<file path="config.mk">
export PLATFORM = sky130hd
export DESIGN_NAME = ota_trim_sequencer
export DESIGN_NICKNAME = d
export VERILOG_FILES = /design/src/rtl/ota_trim_sequencer.sv
export SDC_FILE = /design/constraint.sdc
export NUM_CORES = 1
export LEC_CHECK = 0
export ABC_AREA = 1
export CORE_MARGIN = 1
export CORE_UTILIZATION = 54
export CTS_BUF_LIST = sky130_fd_sc_hd__clkbuf_16
export DETAILED_ROUTE_END_ITERATION = 8
export PLACE_DENSITY = 0.75
export SLEW_MARGIN = 20
export SYNTH_ARGS = -nofsm -noshare
export SYNTH_HDL_FRONTEND = slang
export SYNTH_SLANG_ARGS = --single-unit
</file>
<file path="constraint.sdc">
create_clock -name clk -period 1.4 [get_ports clk]
set_input_delay 0.21 -clock clk [delete_from_list [all_inputs] [get_ports clk]]
set_output_delay 0.21 -clock clk [all_outputs]
set_load 0.01 [all_outputs]
</file>
<file path="src/rtl/ota_trim_sequencer.sv">
`default_nettype none
// ============================================================================
// Module   : ota_trim_sequencer
// Purpose  : Power-up and offset-calibration sequencer for the OTA macro.
//            Brings up bias, enables the OTA with its inputs shorted, then
//            runs a successive-approximation search on the offset-trim DAC
//            code using the (synchronised) OTA comparator output. The final
//            code is held on trim_o with trim_valid_o, announced by done_o.
// Ports    : clk          system clock
//            rst          asynchronous reset, active-high
//            start_i      level request to (re)calibrate, seen in IDLE/RUN
//            cmp_in_i     asynchronous comparator, 1 = trim code too high
//            bias_en_o    bias generator enable
//            ota_en_o     OTA core enable
//            short_en_o   input-short switch enable
//            trim_o       offset-trim DAC code (registered)
//            busy_o       high from BIAS through the last SAR step
//            done_o       one-cycle completion pulse
//            trim_valid_o trim_o holds a completed result
// Revision : 1.0 - initial release
// ============================================================================
module ota_trim_sequencer #(
  parameter int TRIM_W     = 6,
  parameter int SETTLE_CYC = 16,
  parameter int CNT_W      = 8
) (
  input  logic              clk,
  input  logic              rst,
  input  logic              start_i,
  input  logic              cmp_in_i,
  output logic              bias_en_o,
  output logic              ota_en_o,
  output logic              short_en_o,
  output logic [TRIM_W-1:0] trim_o,
  output logic              busy_o,
  output logic              done_o,
  output logic              trim_valid_o
);

  localparam int                IDX_W         = (TRIM_W > 1) ? $clog2(TRIM_W) : 1;
  localparam logic [CNT_W-1:0]  C_SETTLE_LAST = CNT_W'(SETTLE_CYC - 1);
  localparam logic [IDX_W-1:0]  C_IDX_MSB     = IDX_W'(TRIM_W - 1);

  typedef enum logic [2:0] {
    S_IDLE  = 3'd0,
    S_BIAS  = 3'd1,
    S_SHORT = 3'd2,
    S_SAR   = 3'd3,
    S_DONE  = 3'd4,
    S_RUN   = 3'd5
  } state_t;

  state_t              state_q, state_d;
  logic [CNT_W-1:0]    cnt_q, cnt_d;
  logic [IDX_W-1:0]    idx_q, idx_d;
  logic [TRIM_W-1:0]   trim_q, trim_d;
  logic                cmp_meta_q;
  logic                cmp_s_q;
  logic                settle_last;

  // Two-flop synchroniser: the comparator is asynchronous to clk.
  always_ff @(posedge clk or posedge rst) begin
    if (rst) begin
      cmp_meta_q <= 1'b0;
      cmp_s_q    <= 1'b0;
    end else begin
      cmp_meta_q <= cmp_in_i;
      cmp_s_q    <= cmp_meta_q;
    end
  end

  always_ff @(posedge clk or posedge rst) begin
    if (rst) begin
      state_q <= S_IDLE;
      cnt_q   <= '0;
      idx_q   <= '0;
      trim_q  <= '0;
    end else begin
      state_q <= state_d;
      cnt_q   <= cnt_d;
      idx_q   <= idx_d;
      trim_q  <= trim_d;
    end
  end

  assign settle_last = (cnt_q == C_SETTLE_LAST);

  always_comb begin
    state_d      = state_q;
    cnt_d        = '0;
    idx_d        = idx_q;
    trim_d       = trim_q;
    bias_en_o    = 1'b0;
    ota_en_o     = 1'b0;
    short_en_o   = 1'b0;
    busy_o       = 1'b0;
    done_o       = 1'b0;
    trim_valid_o = 1'b0;

    // Every wait state restarts its counter on entry; wrapping to zero on
    // the exit edge covers SAR re-entering itself for the next bit.
    if (state_q == S_BIAS || state_q == S_SHORT || state_q == S_SAR) begin
      cnt_d = settle_last ? '0 : cnt_q + 1'b1;
    end

    case (state_q)
      S_IDLE: begin
        if (start_i) begin
          state_d = S_BIAS;
          trim_d  = '0;
        end
      end

      S_BIAS: begin
        bias_en_o = 1'b1;
        busy_o    = 1'b1;
        if (settle_last) begin
          state_d = S_SHORT;
        end
      end

      S_SHORT: begin
        bias_en_o  = 1'b1;
        ota_en_o   = 1'b1;
        short_en_o = 1'b1;
        busy_o     = 1'b1;
        if (settle_last) begin
          // Trial value for the MSB is applied as SAR is entered.
          state_d             = S_SAR;
          idx_d               = C_IDX_MSB;
          trim_d              = '0;
          trim_d[TRIM_W-1]    = 1'b1;
        end
      end

      S_SAR: begin
        bias_en_o  = 1'b1;
        ota_en_o   = 1'b1;
        short_en_o = 1'b1;
        busy_o     = 1'b1;
        if (settle_last) begin
          // Comparator high means the trial code overshoots: drop the bit.
          if (cmp_s_q) begin
            trim_d[idx_q] = 1'b0;
          end
          if (idx_q == '0) begin
            state_d = S_DONE;
          end else begin
            idx_d                 = idx_q - 1'b1;
            trim_d[idx_q - 1'b1]  = 1'b1;
          end
        end
      end

      S_DONE: begin
        bias_en_o    = 1'b1;
        ota_en_o     = 1'b1;
        done_o       = 1'b1;
        trim_valid_o = 1'b1;
        state_d      = S_RUN;
      end

      S_RUN: begin
        bias_en_o    = 1'b1;
        ota_en_o     = 1'b1;
        trim_valid_o = 1'b1;
        if (start_i) begin
          state_d = S_BIAS;
          trim_d  = '0;
        end
      end

      default: begin
        state_d = S_IDLE;
        trim_d  = '0;
      end
    endcase
  end

  assign trim_o = trim_q;

endmodule
`default_nettype wire

</file>
==> flow_summary.yaml, run 1 <==
route:
  wl_per_cell_um: 15.6
  drt-vias-per-instance: 5.56
  drt_iter0_drc: 52
  via_count: 1373
  wl_um: 3840
  drc: 0
  final_antenna_net_count: 0
  dr.pass1.iters: 4
clock_network:
  numCtsBuffers: 3
  clk_pin_slew_ps: 60
  cts_buffer_depth: 2
  cts_tree: "yes"
  cts_max_level: 1
  clk_root_buffer_cell: "clkbuf_16"
  clk_latency_ps: 250
  cts_sinks: 22
worst_setup_path:
  cp-end-kind: "output port"
  cp_data_arrival_time_ps: 1300
  max_stage_delay_ps: 430
  reg2reg_from: "state_q[2]"
  critPathKind: "flop to output port"
  r2r_slack_ps: -60
  r2r_cells: 8
  start_kind: "flop"
  required_ps: 1190
  crit_chain: "inv_2 -> buf_6 -> nand3_4 -> nand2_2 -> inv_2 -> nand3_2 -> buf_6"
  worstReg2RegEnd: "trim_o[3]"
  crit_family: "flip-flops"
  crit_fanout: 4
  slowest_stage: "dfrtp_1"
  cp.buffers_inverters: 4
placed_design:
  gpl.final_weighted_congestion: 0.923
  place_hpwl_um: 2200
  io_buffers: 15
  dp_slack_ps: -224
timing:
  layout_setup_ws_ps: -109
  fin_setup_tns_ps: -477
  finalCriticalPeriod_ps: 1510
  slew_headroom_pct: 80.4
  fin_worst_skew_ps: 2.20
  clock.fmax_mhz: 663
  report.final.hold_viol_count: 0
  rsz0062_at_grt: "true"
  layout_worst_path_cycle_share_pct: 108
  worst_pin_slew_ps: 294
  hold_slack_ps: 295
  finalMaxSlewViolations: 0
  setup_viol: 10
global_routing:
  grt_usage_pct: 30.3
  grt_overflow: 0
  antenna_found_initial: 0
  grt_pass1_wl_um: 5840
  grt_start_max_net_pins: 23
  grt_pass1_vias: 1386
power:
  seqPwrFrac_pct: 21.8
  ir_drop_uv: 1750
  internal_power_mw: 2.24
  p_leak_nw: 1.06
  power.density_nw_per_um2: 2060
  clockPowerShare_pct: 14.9
  p_comb_share_pct: 63.4
  power_switching_share_pct: 44.9
  power_mw: 4.07
  power.switching_mw: 1.83
floorplanning:
  die_w_um: 51.1
  dieArea_um2: 2610
  core_um2: 2230
  die_h_um: 51.1
  ios: 16
  initial_core_util_pct: 58.3
  rows: 17
yosys:
  synth-seq-cells: 22
  syn-instance-count: 173
  synth_cell_types: 21
  yosysWarnings: 0
  synth.net_count: 183
  synth_area_um2: 1300
  ys_seq_area_share_pct: 42.3
  avgSynthCellArea_um2: 7.52
final_layout:
  final_cell_mix: "nand2_1 (47), dfrtp_1 (21), buf_4 (21), inv_1 (13), nor2_1 (12)"
  multi_input_area_um2: 852
  fillers: 94
  fin_nets: 230
  drive_gt1_share_pct: 39.3
  register_area_um2: 552
  layout_commonest_cell: "nand2_1"
  diodes: 0
  post-route-util_pct: 88.4
  synthToLayoutAreaGrowth_pct: 51.7
run_status:
  violations: "setup timing"
  status: "finished, violations left"
run:
  max-cap-violations: 0
hold_path:
  hold_path.class: "primary input to asynchronous set/reset pin"
[registers in the layout, summed over array words and instances (netlist names)]
register and cells:
cmp_meta_q 1, cmp_s_q 1, cnt_q 8, idx_q 3, state_q 3, trim_o 6
[layout make-up]
class	instances	area share, %
inverters	22	4.31
multi-input cells	129	43.2
clock buffers	3	3.80
repair buffers	42	18.8
flip-flops and latches	22	27.9
well taps	28	1.77
clock inverters	1	0.190
[stage by stage]
step	instances	cell area (um2)
floorplan	173	1300
global placement	235	1630
detailed placement	235	1630
CTS	245	1810
global route	247	1970
finish	247	1970
[repair_timing]
item | 4_1_cts | 5_1_grt
hold buffers | 0 | 0
resized for setup | 45 | 47
setup endpoints to repair | 15 | 19
setup buffers | 6 | 2
pin swaps | 7 | 17
[synth_stat cells, drive strengths merged]
library cell / instances / area (um2)
nand2: 58 / 228
nor2: 22 / 105
o211ai: 1 / 7.51
xor2: 3 / 26.3
ha: 6 / 75.1
a21oi: 1 / 5.00
xnor2: 1 / 8.76
inv: 22 / 82.6
nor3: 1 / 5.00
dfrtp: 22 / 551
o21ai: 20 / 108
nand4: 2 / 12.5
nand3: 13 / 80.1
nor3b: 1 / 7.51
[worst max path at each step]
stage	from	endpoint	slack [ps]	depth (start not counted)
after floorplan	idx_q[0]	trim_o[3]	160	7
after global placement	state_q[1]	ota_en_o	-180	4
after detailed placement	state_q[1]	ota_en_o	-220	4
after CTS	state_q[1]	bias_en_o	-80	7
after global routing	state_q[1]	bias_en_o	-160	7
final	state_q[1]	bias_en_o	-110	7
[layer usage]
layer / global-route usage (%) / share of wire, % / vias up
met4: 14.8 / 5.0 / 0
met1: 33.3 / 39 / 641
li1: - / - / 643
met5: 0 / 0 / -
met3: 5.06 / 4.7 / 27
met2: 55.7 / 51 / 62
[worst reg2reg max path, cell delays in order, from the launching register on]
cell	delay (ps)
dfrtp_2	460
inv_4	110
ha_4	150
inv_2	50
buf_4	130
buf_6	120
nor2_4	200
nand3_2	100
nand2_1	80
[power by group through the flow]
stage               Clock [mW]  Sequential, mW  Combinational (mW)
floorplan                    0           0.889                1.07
global placement             0           0.872                1.82
detailed placement           0           0.878                1.87
CTS                      0.614           0.873                2.07
global route             0.635           0.899                2.76
finish                   0.605           0.886                2.58
[cells by family after synthesis]
group / count (synthesis) / share of synthesized area [%]
xor gates and xnor gates: 4 / 2.69
AOI/OAI and AO/OA: 22 / 9.23
buffers and inverters: 22 / 6.35
DFF: 22 / 42.3
adders and majority gates: 6 / 5.77
and+or+nand+nor: 97 / 33.7
(Power assumes the default switching activity.)
==> run 2: changes to the inputs <==
Settings changed: CORE_ASPECT_RATIO from default to 0.6, RECOVER_POWER from default to 50.
==> run 2 against run 1 <==
- worst setup slack worse by 95 ps
- the run still ends with setup timing left
- maximum frequency fell by 5.9%
- clock power grew 36%
- via count rose by 21%
==> flow_summary.yaml, run 2 (synthesis results as in run 1) <==
run_status:
  status: "finished, violations left"
  violations: "setup timing"
worst_setup_path:
  crit_chain: "inv_2 -> buf_4 -> nand2_2 -> nor2_4 -> inv_1 -> nor2_4 -> nand3_1 -> nand2_1"
  crit_fanout: 5
  worstReg2RegEnd: "trim_o[4]"
  cp_data_arrival_time_ps: 1810
  critPathKind: "flop to flop"
  startpoint: "state_q[2]"
  cp-end-kind: "flop"
  r2r_cells: 8
  slowest_stage: "dfrtp_1"
  start_kind: "flop"
  crit_family: "simple AND/OR/NAND/NOR gates"
  cp.buffers_inverters: 3
  max_stage_delay_ps: 420
  reg2reg_from: "state_q[2]"
  cp_common_cell: "nor2_4"
  r2r_slack_ps: -200
  required_ps: 1600
timing:
  fin_worst_skew_ps: 6.53
  finalMaxSlewViolations: 0
  clock.fmax_mhz: 624
  slew_headroom_pct: 61.7
  layout_setup_ws_ps: -204
  worst_pin_slew_ps: 575
  report.final.hold_viol_count: 0
  setup_viol: 17
  rsz0062_at_grt: "true"
  finalCriticalPeriod_ps: 1600
  layout_worst_path_cycle_share_pct: 115
floorplanning:
  core_um2: 2210
  die_w_um: 65.4
  dieArea_um2: 2620
  initial_core_util_pct: 58.8
  rows: 13
  die_h_um: 40.0
  ios: 16
clock_network:
  ctsHoldBuffers: 0
  clk_pin_slew_ps: 60
  cts_max_level: 1
  cts_buffer_depth: 2
  cts_sinks: 22
  clk_latency_ps: 270
  numCtsBuffers: 3
  cts_tree: "yes"
  clk_root_buffer_cell: "clkbuf_16"
final_layout:
  regMostFlops: "cnt_q"
  synthToLayoutAreaGrowth_pct: 55.2
  fin_cells: 253
  fin_area_um2: 2020
  drive_gt1_share_pct: 37.2
  largest_reg_flops: 8
  diodes: 0
  layout_commonest_cell: "nand2_1"
  final_cell_mix: "nand2_1 (48), dfrtp_1 (21), buf_4 (20), nor2_1 (15)"
  fin_nets: 234
  post-route-util_pct: 91.3
global_routing:
  grt_pass1_vias: 1170
  grt_pass1_wl_um: 5350
  grt_usage_pct: 29.7
  antenna_found_initial: 0
  grt_start_max_net_pins: 23
  grt_overflow: 0
hold_path:
  hold_path.class: "flop to flop"
  worstHoldStart: "cmp_meta_q"
  whs_endpoint: "cmp_s_q"
  hold-path-cell-count: 0
placed_design:
  dp.cells: 240
  io_buffers: 15
  dpl_cell_area_um2: 1650
  dp_slack_ps: -179
  gpl.final_weighted_congestion: 0.892
  place_hpwl_um: 2350
power:
  ir_drop_uv: 1530
  p_leak_nw: 1.11
  power.density_nw_per_um2: 2290
route:
  wl_um: 5520
  drt_iter0_drc: 246
  dr.pass1.iters: 6
  drc: 0
  final_antenna_net_count: 0
  via_count: 1657
  drt-vias-per-instance: 6.55
  wl_per_cell_um: 21.8
run:
  max-cap-violations: 0
[run 2: cell types whose count changed in the layout (fill, tap and decap cells not counted), moves of 2 or more]
cell	delta
nor2_1	+3
inv_2	-2
clkdlybuf4s50_1	-3
nand3_2	-2
nand3_1	+2
nor2_2	-2
buf_6	+6
o21ai_0	+2
dlygate4sd3_1	+2
[run 2: stage by stage]
stage / power, mW / hold WS (ps) / TNS (ps)
after floorplan: 1.96 / 199 / 0
after global placement: 2.77 / 336 / -459
after detailed placement: 2.82 / 340 / -886
after CTS: 3.77 / 304 / -58.9
after global routing: 4.74 / 392 / -2370
final: 4.62 / 389 / -1740
[run 2: routing by layer]
layer | track usage [%] | part of all wire [%]
met5 | 0 | 0
met4 | 14.7 | 6.6
met3 | 8.24 | 13
met2 | 46.6 | 44
met1 | 38.5 | 36
[run 2: worst max path at each step]
stage | slack, ps | depth (start not counted) | to
after floorplan | 160 | 7 | trim_o[3]
after global routing | -250 | 7 | trim_o[4]
after detailed placement | -180 | 4 | ota_en_o
after global placement | -160 | 4 | ota_en_o
after CTS | -30 | 4 | ota_en_o
final | -200 | 8 | trim_o[4]
[run 2: where the power goes]
| group | switching [mW] | internal, mW | total, mW |
|---|---|---|---|
| Clock | 0.253 | 0.569 | 0.822 |
| Sequential | 0.157 | 0.765 | 0.922 |
| Combinational | 1.71 | 1.17 | 2.88 |
[run 2: final cells by class]
cell class,count,area (um2)
multi-input combinational,129,813
sequential,22,552
timing repair buffer,46,424
fill,80,193
inverter,22,87.6
clock buffer,3,75.1
tap,30,37.5
clock inverter,1,30.0
[run 2: repair_timing]
| item | 4_1_cts | 5_1_grt |
|---|---|---|
| endpoints found under the setup margin | 16 | 23 |
| pin swaps | 5 | 18 |
| setup buffers | 5 | 4 |
| gates resized for setup | 41 | 48 |
==> run 3: changes to the inputs <==
Settings changed: SLEW_MARGIN 20 to default.
==> results of run 3 <==
Same layout as run 2: the final DEF is identical, and so are final timing and power.
